<file path="src/rtl/pipe_pkg.sv">
`default_nettype none
// ============================================================================
// Module      : pipe_pkg
// Description : Shared types and constants for the elastic pipeline stage.
//               State encoding, occupancy width and stall-counter limits.
// Revision    : 1.0 - initial release
// ============================================================================
package pipe_pkg;

  // Three-state occupancy FSM of the two-entry elastic stage
  typedef enum logic [1:0] {
    ST_EMPTY = 2'd0,
    ST_HALF  = 2'd1,
    ST_FULL  = 2'd2
  } pipe_state_t;

  localparam int OCC_W       = 2;
  localparam int STALL_CNT_W = 16;
  localparam logic [STALL_CNT_W-1:0] STALL_CNT_MAX = {STALL_CNT_W{1'b1}};

  // Number of held entries implied by a state
  function automatic logic [OCC_W-1:0] occ_of(input pipe_state_t st);
    logic [OCC_W-1:0] occ;
    occ = '0;
    case (st)
      ST_HALF: occ = 2'd1;
      ST_FULL: occ = 2'd2;
      default: occ = 2'd0;
    endcase
    return occ;
  endfunction

endpackage
`default_nettype wire

</file>
<file path="src/rtl/pipe_slot.sv">
`default_nettype none
// ============================================================================
// Module      : pipe_slot
// Description : One storage entry of the elastic stage: valid flag, control
//               field and data payload. A cleared slot becomes a bubble
//               (valid=0, ctrl=0) while the payload keeps its last value.
// Ports       : clk, reset (async, active-high)
//               clr            - turn the entry into a bubble (wins over load)
//               load           - capture d_ctrl/d_data and mark valid
//               d_ctrl, d_data - incoming entry
//               valid, ctrl, data - stored entry
// Revision    : 1.0 - initial release
// ============================================================================
module pipe_slot
  import pipe_pkg::*;
#(
  parameter int DATA_WIDTH = 64,
  parameter int CTRL_WIDTH = 16
) (
  input  logic                  clk,
  input  logic                  reset,
  input  logic                  clr,
  input  logic                  load,
  input  logic [CTRL_WIDTH-1:0] d_ctrl,
  input  logic [DATA_WIDTH-1:0] d_data,
  output logic                  valid,
  output logic [CTRL_WIDTH-1:0] ctrl,
  output logic [DATA_WIDTH-1:0] data
);

  always_ff @(posedge clk or posedge reset) begin
    if (reset) begin
      valid <= 1'b0;
      ctrl  <= '0;
      data  <= '0;
    end else if (clr) begin
      // Payload deliberately left untouched; only control is scrubbed
      valid <= 1'b0;
      ctrl  <= '0;
    end else if (load) begin
      valid <= 1'b1;
      ctrl  <= d_ctrl;
      data  <= d_data;
    end
  end

endmodule
`default_nettype wire

</file>
<file path="src/rtl/pipe_stage_elastic.sv">
`default_nettype none
// ============================================================================
// Module      : pipe_stage_elastic
// Description : Generic two-entry elastic pipeline register (main + skid slot)
//               with valid/ready handshake, registered in_ready, synchronous
//               flush to bubbles and an optional back-pressure counter.
//               Optional feature macro: PIPE_STALL_CNT_EN
//                 defined   - stall_cnt counts out_valid & !out_ready cycles,
//                             saturating, cleared by reset only
//                 undefined - stall_cnt tied to zero
// Ports       : clk, reset (async, active-high), flush
//               in_valid/in_ready/in_data/in_ctrl     - upstream side
//               out_valid/out_ready/out_data/out_ctrl - downstream side
//               occupancy - held entries (0..2), stall_cnt - stall counter
// Revision    : 1.0 - initial release
// ============================================================================
module pipe_stage_elastic
  import pipe_pkg::*;
#(
  parameter int DATA_WIDTH = 64,
  parameter int CTRL_WIDTH = 16
) (
  input  logic                   clk,
  input  logic                   reset,
  input  logic                   flush,
  input  logic                   in_valid,
  output logic                   in_ready,
  input  logic [DATA_WIDTH-1:0]  in_data,
  input  logic [CTRL_WIDTH-1:0]  in_ctrl,
  output logic                   out_valid,
  input  logic                   out_ready,
  output logic [DATA_WIDTH-1:0]  out_data,
  output logic [CTRL_WIDTH-1:0]  out_ctrl,
  output logic [OCC_W-1:0]       occupancy,
  output logic [STALL_CNT_W-1:0] stall_cnt
);

  pipe_state_t            r_state;
  pipe_state_t            w_state_nxt;
  logic                   r_in_ready;
  logic [OCC_W-1:0]       r_occ;

  logic                   w_accept;
  logic                   w_drain;
  logic                   w_main_load;
  logic                   w_main_from_skid;
  logic                   w_main_clr;
  logic                   w_skid_load;
  logic                   w_skid_clr;

  logic                   w_skid_valid;
  logic [CTRL_WIDTH-1:0]  w_skid_ctrl;
  logic [DATA_WIDTH-1:0]  w_skid_data;
  logic [CTRL_WIDTH-1:0]  w_main_d_ctrl;
  logic [DATA_WIDTH-1:0]  w_main_d_data;

  assign w_accept = in_valid & r_in_ready;
  assign w_drain  = out_valid & out_ready;

  // Slot steering. Flush overrides everything; a drain in the flush cycle
  // still completes on the wires, it simply leaves nothing behind.
  always_comb begin
    w_state_nxt      = r_state;
    w_main_load      = 1'b0;
    w_main_from_skid = 1'b0;
    w_main_clr       = 1'b0;
    w_skid_load      = 1'b0;
    w_skid_clr       = 1'b0;
    if (flush) begin
      w_state_nxt = ST_EMPTY;
      w_main_clr  = 1'b1;
      w_skid_clr  = 1'b1;
    end else begin
      case (r_state)
        ST_EMPTY: begin
          if (w_accept) begin
            w_main_load = 1'b1;
            w_state_nxt = ST_HALF;
          end
        end
        ST_HALF: begin
          if (w_accept && w_drain) begin
            w_main_load = 1'b1;
          end else if (w_accept) begin
            w_skid_load = 1'b1;
            w_state_nxt = ST_FULL;
          end else if (w_drain) begin
            w_main_clr  = 1'b1;
            w_state_nxt = ST_EMPTY;
          end
        end
        ST_FULL: begin
          // in_ready is low here, so only a drain can move the state
          if (w_drain) begin
            w_main_load      = 1'b1;
            w_main_from_skid = 1'b1;
            w_skid_clr       = 1'b1;
            w_state_nxt      = ST_HALF;
          end
        end
        default: w_state_nxt = ST_EMPTY;
      endcase
    end
  end

  assign w_main_d_ctrl = w_main_from_skid ? w_skid_ctrl : in_ctrl;
  assign w_main_d_data = w_main_from_skid ? w_skid_data : in_data;

  // in_ready and occupancy are registered from the next state so that
  // out_ready never reaches in_ready combinationally.
  always_ff @(posedge clk or posedge reset) begin
    if (reset) begin
      r_state    <= ST_EMPTY;
      r_in_ready <= 1'b1;
      r_occ      <= '0;
    end else begin
      r_state    <= w_state_nxt;
      r_in_ready <= (w_state_nxt != ST_FULL);
      r_occ      <= occ_of(w_state_nxt);
    end
  end

  pipe_slot #(
    .DATA_WIDTH (DATA_WIDTH),
    .CTRL_WIDTH (CTRL_WIDTH)
  ) u_main (
    .clk    (clk),
    .reset  (reset),
    .clr    (w_main_clr),
    .load   (w_main_load),
    .d_ctrl (w_main_d_ctrl),
    .d_data (w_main_d_data),
    .valid  (out_valid),
    .ctrl   (out_ctrl),
    .data   (out_data)
  );

  pipe_slot #(
    .DATA_WIDTH (DATA_WIDTH),
    .CTRL_WIDTH (CTRL_WIDTH)
  ) u_skid (
    .clk    (clk),
    .reset  (reset),
    .clr    (w_skid_clr),
    .load   (w_skid_load),
    .d_ctrl (in_ctrl),
    .d_data (in_data),
    .valid  (w_skid_valid),
    .ctrl   (w_skid_ctrl),
    .data   (w_skid_data)
  );

  assign in_ready  = r_in_ready;
  assign occupancy = r_occ;

`ifdef PIPE_STALL_CNT_EN
  logic [STALL_CNT_W-1:0] r_stall_cnt;

  always_ff @(posedge clk or posedge reset) begin
    if (reset) begin
      r_stall_cnt <= '0;
    end else if (out_valid && !out_ready && (r_stall_cnt != STALL_CNT_MAX)) begin
      r_stall_cnt <= r_stall_cnt + {{(STALL_CNT_W-1){1'b0}}, 1'b1};
    end
  end

  assign stall_cnt = r_stall_cnt;
`else
  assign stall_cnt = '0;
`endif

  a_occ_never_3: assert property (@(posedge clk) disable iff (reset)
    occupancy != 2'b11);

  // Skid holds an entry exactly when the FSM says FULL
  a_skid_matches_state: assert property (@(posedge clk) disable iff (reset)
    w_skid_valid == (r_state == ST_FULL));

endmodule
`default_nettype wire
</file>
<file path="config.mk">
export PLATFORM = sky130hd
export DESIGN_NAME = pipe_stage_elastic
export DESIGN_NICKNAME = d
export VERILOG_FILES = /design/src/rtl/pipe_pkg.sv /design/src/rtl/pipe_slot.sv /design/src/rtl/pipe_stage_elastic.sv
export SDC_FILE = /design/constraint.sdc
export NUM_CORES = 1
export LEC_CHECK = 0
export CORE_AREA = 5 5 122 124
export CTS_CLUSTER_SIZE = 30
export DETAILED_ROUTE_END_ITERATION = 8
export DIE_AREA = 0 0 127 129
export PLACE_DENSITY = 0.84
export SYNTH_ARGS = -nofsm -noshare
export SYNTH_HDL_FRONTEND = slang
export SYNTH_SLANG_ARGS = --single-unit
export TNS_END_PERCENT = 10
</file>
<file path="constraint.sdc">
create_clock -name clk -period 12.15 [get_ports clk]
set_input_delay 2.43 -clock clk [delete_from_list [all_inputs] [get_ports clk]]
set_output_delay 2.43 -clock clk [all_outputs]
set_load 0.01 [all_outputs]
</file>
* Yosys cells after proc, flatten, opt, wreduce, memory -nomap -nowiden
Index checks and enable logic that the tools add are counted.
Word-level totals: register bits 166, bits of input ports 85, output and inout port bits 100, word-level logic and storage cells 54
Cells by class: equal/unequal tests 5, multiplexer cells 31, bitwise logic cells 4, reductions and logical operators 6
Operators with widths (number):
- 2-to-1 mux 16 bit | 5
- 2-to-1 mux 64 bit | 1
- 2-to-1 mux 1 bit | 16
- 2-to-1 mux 2 bit | 6
- case mux 2 bit (3 select lines) | 1
- equality test 2 x 1 -> 1 bit (second input constant) | 2
- equality test 2 bit (second input constant) | 2
- case mux 2 bit (2 select lines) | 1
- AND reduction 2 bit | 2
- nonzero test 2 bit | 2
- case mux 1 bit (3 select lines) | 1
- bitwise AND 1 bit | 2
- zero test 2 bit | 1
- != test 2 bit (second input constant) | 1
- NOT 1 bit | 2
- logical AND 1 bit | 1

* Depth between registers and ports, before layout
depth in word-level cells 8, mapped depth 6, mapped depth without buffers 3

* By module
From an unflattened synthesis, not the netlist that was laid out.
Second synthesis, totals: cells, all modules 517, area, all modules 8187.9 um^2
Modules (own cells, without submodules):
- pipe_slot | instances 2, cells an instance 192, area each 3385.7 um^2, sequential area each 2026.9 um^2
- pipe_stage_elastic | instances 1, cells an instance 133, area each 1416.4 um^2, sequential area each 126.4 um^2

* Worst setup path before layout
No wires, ideal clock.
path kind input port to flip-flop, start point input out_ready, end point register u_skid.data[29], library setup time 0.125 ns, arrival time 3.581 ns, slack 8.444 ns, stages on the path 5, path buffers 2, path through buf_2 > a21bo_2 > nor2_2 > buf_2 > mux2_2
On the way: longest elaborated chain between the ends 6, elaborated cells on any way between the ends 10, those cells by class 6 x mux; 2 x bitwise; 2 x reduce/logical
RTL lines:
- from (decl) | RTL line pipe_stage_elastic.sv:31 | input logic out_ready,
- bitwise AND 1 bit * | RTL line pipe_stage_elastic.sv:58 | assign w_drain = out_valid & out_ready;
- logical AND 1 bit or 2-to-1 mux 1 bit (tied branches) | RTL line pipe_stage_elastic.sv:82, pipe_stage_elastic.sv:94
- 2-to-1 mux 1 bit (on tied branches) | RTL line pipe_stage_elastic.sv:82, pipe_stage_elastic.sv:74
- 2-to-1 mux 1 bit (on tied branches) | RTL line pipe_stage_elastic.sv:74, pipe_stage_elastic.sv:69
- 2-to-1 mux 1 bit or NOT 1 bit (tied branches)
- AND reduction 2 bit (no line) *
- to (signal assigned) | RTL line pipe_slot.sv:43 | data <= d_data;
- to (decl) | RTL line pipe_slot.sv:28 | output logic [DATA_WIDTH-1:0] data
Every way passes the cells marked *; elsewhere a longest branch is shown, timed or not. A chain may end at the register's enable or synchronous reset.

* Final worst setup path
start point input flush, end point register u_skid.data[33]
On the way: longest elaborated chain between the ends 3, elaborated cells on any way between the ends 4, those cells by class 2 x mux; 1 x bitwise; 1 x reduce/logical
RTL lines:
- from (decl) | RTL line pipe_stage_elastic.sv:25 | input logic flush,
- 2-to-1 mux 1 bit | RTL line pipe_stage_elastic.sv:69 | if (flush) begin
- NOT 1 bit (no line)
- AND reduction 2 bit (no line) *
Marks and branches as above.

==> metrics.txt <==
slowest stage delay, CP roughly 1.1 ns; core region area ~14000 um^2; die area 16400 um^2; unrepaired setup endpoints after global routing false; DP HPWL 11000 um; Tightest Hold Check Type register to register; hold path startpoint u_skid.data[27]$_DFFE_PP0P_; postcts setup bufs 0; yosys warns 0; # port buffers around 170; number of fill cells 952; Hold EP u_skid.data[27]$_DFFE_PP0P_; Die Ht between 100 and 150 um; critical path launch point type input pin; Cell Count, Final, Fillers Out approximately 840; post-synthesis cell count between 400 and 500; worst skew pair latency 0.42 ns; synthesized area ~7000 um^2; GPL Wtd Cong between 0.7 and 0.8; initial antenna violation count 0; crit path from flush; area grow syn2layout 33.5%; Reg2Reg Setup Slack around 8.5 ns; switching share of power 27.3%; P_int ~0.0014 W; reg2reg start r_state[1]$_DFF_PP0_; DRT Pass-1 Iters 5; post-CTS sizing 0; fin crit period roughly 6.2 ns; gr usage total between 20 and 25%; cell taking the most area after synthesis dfrtp_1; share of cells above drive strength 1 ~25%; status complete, no violations; Seq pwr share roughly 45%; Worst VDD drop roughly 0.09 mV; I/O pin total 185; CTS Buf Count 17; WL final about 17000 um; Yosys cell types 36; Root Buffer clkbuf_16; hold_buf cts 0; clk slew on worst S/H paths about 0.06 ns; Die Wd between 100 and 150 um; H-Tree Depth 4; PD cells approximately 200 nW/um^2; max cap viols 0; vias in the first global route 5242; CTS tree yes; Core Rows 43; slowest CP cell nor2_4; RR Endpoint u_skid.data[33]$_DFFE_PP0P_; Slew headroom between 20% and 30%; Worst Reg2Reg Path Length in Cells 4; CP arrival 6.49 ns; Lkg Pwr 3.73 nW; Slew Viols, Final 0; largest net degree at the start of global routing 90; Fin Hold WS about 0.5 ns; wire length per cell roughly 20 um; # DRC 0; via count between 4000 and 5000; crit-path cells clkdlybuf4s50_1 > nand4bb_4 > nor2_4 > buf_4 > mux2_2; fin nets about 730; Crit Path Max Fanout 67; placed cells between 800 and 900; #FFs+latches synth around 170; Congestion Overflow GR 0; Syn Area/Cell ~14 um^2; Initial Util 51.0%; Final Cycle Share slightly above 50%; WS Path Type input pin to register; cell area after layout 9300 um^2; Least-Margin Pin Slew 1.13 ns; register area share after synthesis 59.6%; synth top area cells dfrtp_1 (59%), o221a_2 (9.7%), mux2_2 (9.5%); global-route wire length before repair about 28000 um; post-synth top area share roughly 60%; maximum clock path buffer count 2; Setup-failing EPs final 0; Final ANT Viol Nets 0; # diodes 0; Worst EP required 12.45 ns; area post-placement between 8000 and 9000 um^2; max frequency between 0.15 and 0.2 GHz; initial drt markers ~390; critical path capture point type register; Avg Vias per Cell a little under 6; Clk pwr share about 30%; setup TNS 0 ns; hold path cells 1; switching pwr roughly 0.00052 W; Fin. Hold Viols 0; clk_skew around 0.0056 ns; Gate power share between 20% and 30%; clk sinks approximately 170; PnR Total Power 0.00191 W
[per-stage QoR]
| step | setup WS (ns) | utilization (%) |
|---|---|---|
| 2_1_floorplan | 5.23 | - |
| 3_3_place_gp | 5.59 | 63.5 |
| 3_5_place_dp | 5.49 | 63.5 |
| 4_1_cts | 5.94 | 68.1 |
| 5_1_grt | 5.69 | 68.1 |
| 6_report | 5.96 | 68.1 |
[cell usage in the layout, fill, tap and decap left out, types with 2 or more instances in the layout]
cell type / instances
o31ai_1: 2
conb_1: 16
dfrtp_1: 165
or3_1: 64
nor3b_1: 16
bufinv_16: 4
a221o_1: 16
o221a_1: 4
mux2_2: 59
inv_1: 3
o221a_2: 60
clkinvlp_4: 2
nand4b_1: 2
inv_6: 3
nand2_1: 2
clkinv_4: 5
a22o_1: 16
a211oi_1: 2
mux2_1: 5
clkbuf_16: 17
buf_4: 5
clkdlybuf4s50_1: 168
[worst max-delay path by stage]
stage | to | cells after the start
after floorplan | occupancy[0]$_DFF_PP0_ | 1
after global placement | u_skid.data[22]$_DFFE_PP0P_ | 5
after detailed placement | u_skid.data[34]$_DFFE_PP0P_ | 5
after CTS | u_skid.data[19]$_DFFE_PP0P_ | 5
after global routing | u_skid.data[19]$_DFFE_PP0P_ | 5
final | u_skid.data[33]$_DFFE_PP0P_ | 5
[sequential cells by signal (all words and copies together) (netlist names)]
signal / cells
u_skid.data: 64
u_main.valid: 1
u_skid.ctrl: 16
r_state: 2
in_ready: 1
occupancy: 2
u_main.ctrl: 16
u_main.data: 64
[worst max-delay path: cells and delay by family]
kind | cells | cell delay (ns)
simple gates | 2 | 2.09
buf+inv | 2 | 1.51
mux | 1 | 0.40
[Yosys cell counts, drive strengths merged]
cell type,number
dfrtp,165
mux2,64
o221a,64
or3,64
buf,40
clkbuf,22
a221o,16
a22o,16
nor3b,16
inv,4
a211oi,2
nand2,2
nand4b,2
nor2,2
o31ai,2
a211o,1
a21bo,1
a21boi,1
a21oi,1
a221oi,1
and4b,1
conb,1
dfstp,1
nand2b,1
nand3b,1
nand4bb,1
o2111a,1
o22ai,1
o311a,1
or2,1
xnor2,1
[cells by family (layout without fill, tap and decap cells)]
group / after synthesis / after routing / share of synthesized area [%]
XOR/XNOR: 1 / 1 / 0.126
multiplexers: 64 / 64 / 10.3
other: 1 / 16 / 0.0538
flip-flops: 166 / 166 / 59.6
AND/OR/NAND/NOR: 91 / 91 / 8.80
AO/OA/AOI/OAI: 108 / 108 / 16.2
buffers and inverters: 66 / 209 / 4.83
[power by group through the flow]
| stage | sequential [W] | clock (W) | combinational (W) |
|---|---|---|---|
| after detailed placement | 0.000859 | 0 | 0.000488 |
| final | 0.000855 | 0.000570 | 0.000485 |
| after floorplan | 0.000859 | 0 | 0.000233 |
| after global placement | 0.000845 | 0 | 0.000470 |
| after global routing | 0.000875 | 0.000602 | 0.000521 |
| after CTS | 0.000853 | 0.000579 | 0.000492 |
[routing by layer]
layer | track usage, % | up-vias | wire (um)
met5 | 0 | - | 0
met4 | 8.96 | 0 | 402
met3 | 5.44 | 33 | 1170
met2 | 33.4 | 209 | 8250
met1 | 28.8 | 2535 | 7370
li1 | - | 2187 | -
[cell type report]
class                   instances  area, um^2  share of cell area (%)
flip-flops and latches        166        4160                    44.7
multi-input cells             280        2550                    27.4
repair buffers                173        1720                    18.5
clock buffers                  18         429                    4.61
well taps                     180         225                    2.42
clock inverters                14         201                    2.17
inverters                       4        20.0                   0.215
Power figures use the tool's default switching activity.
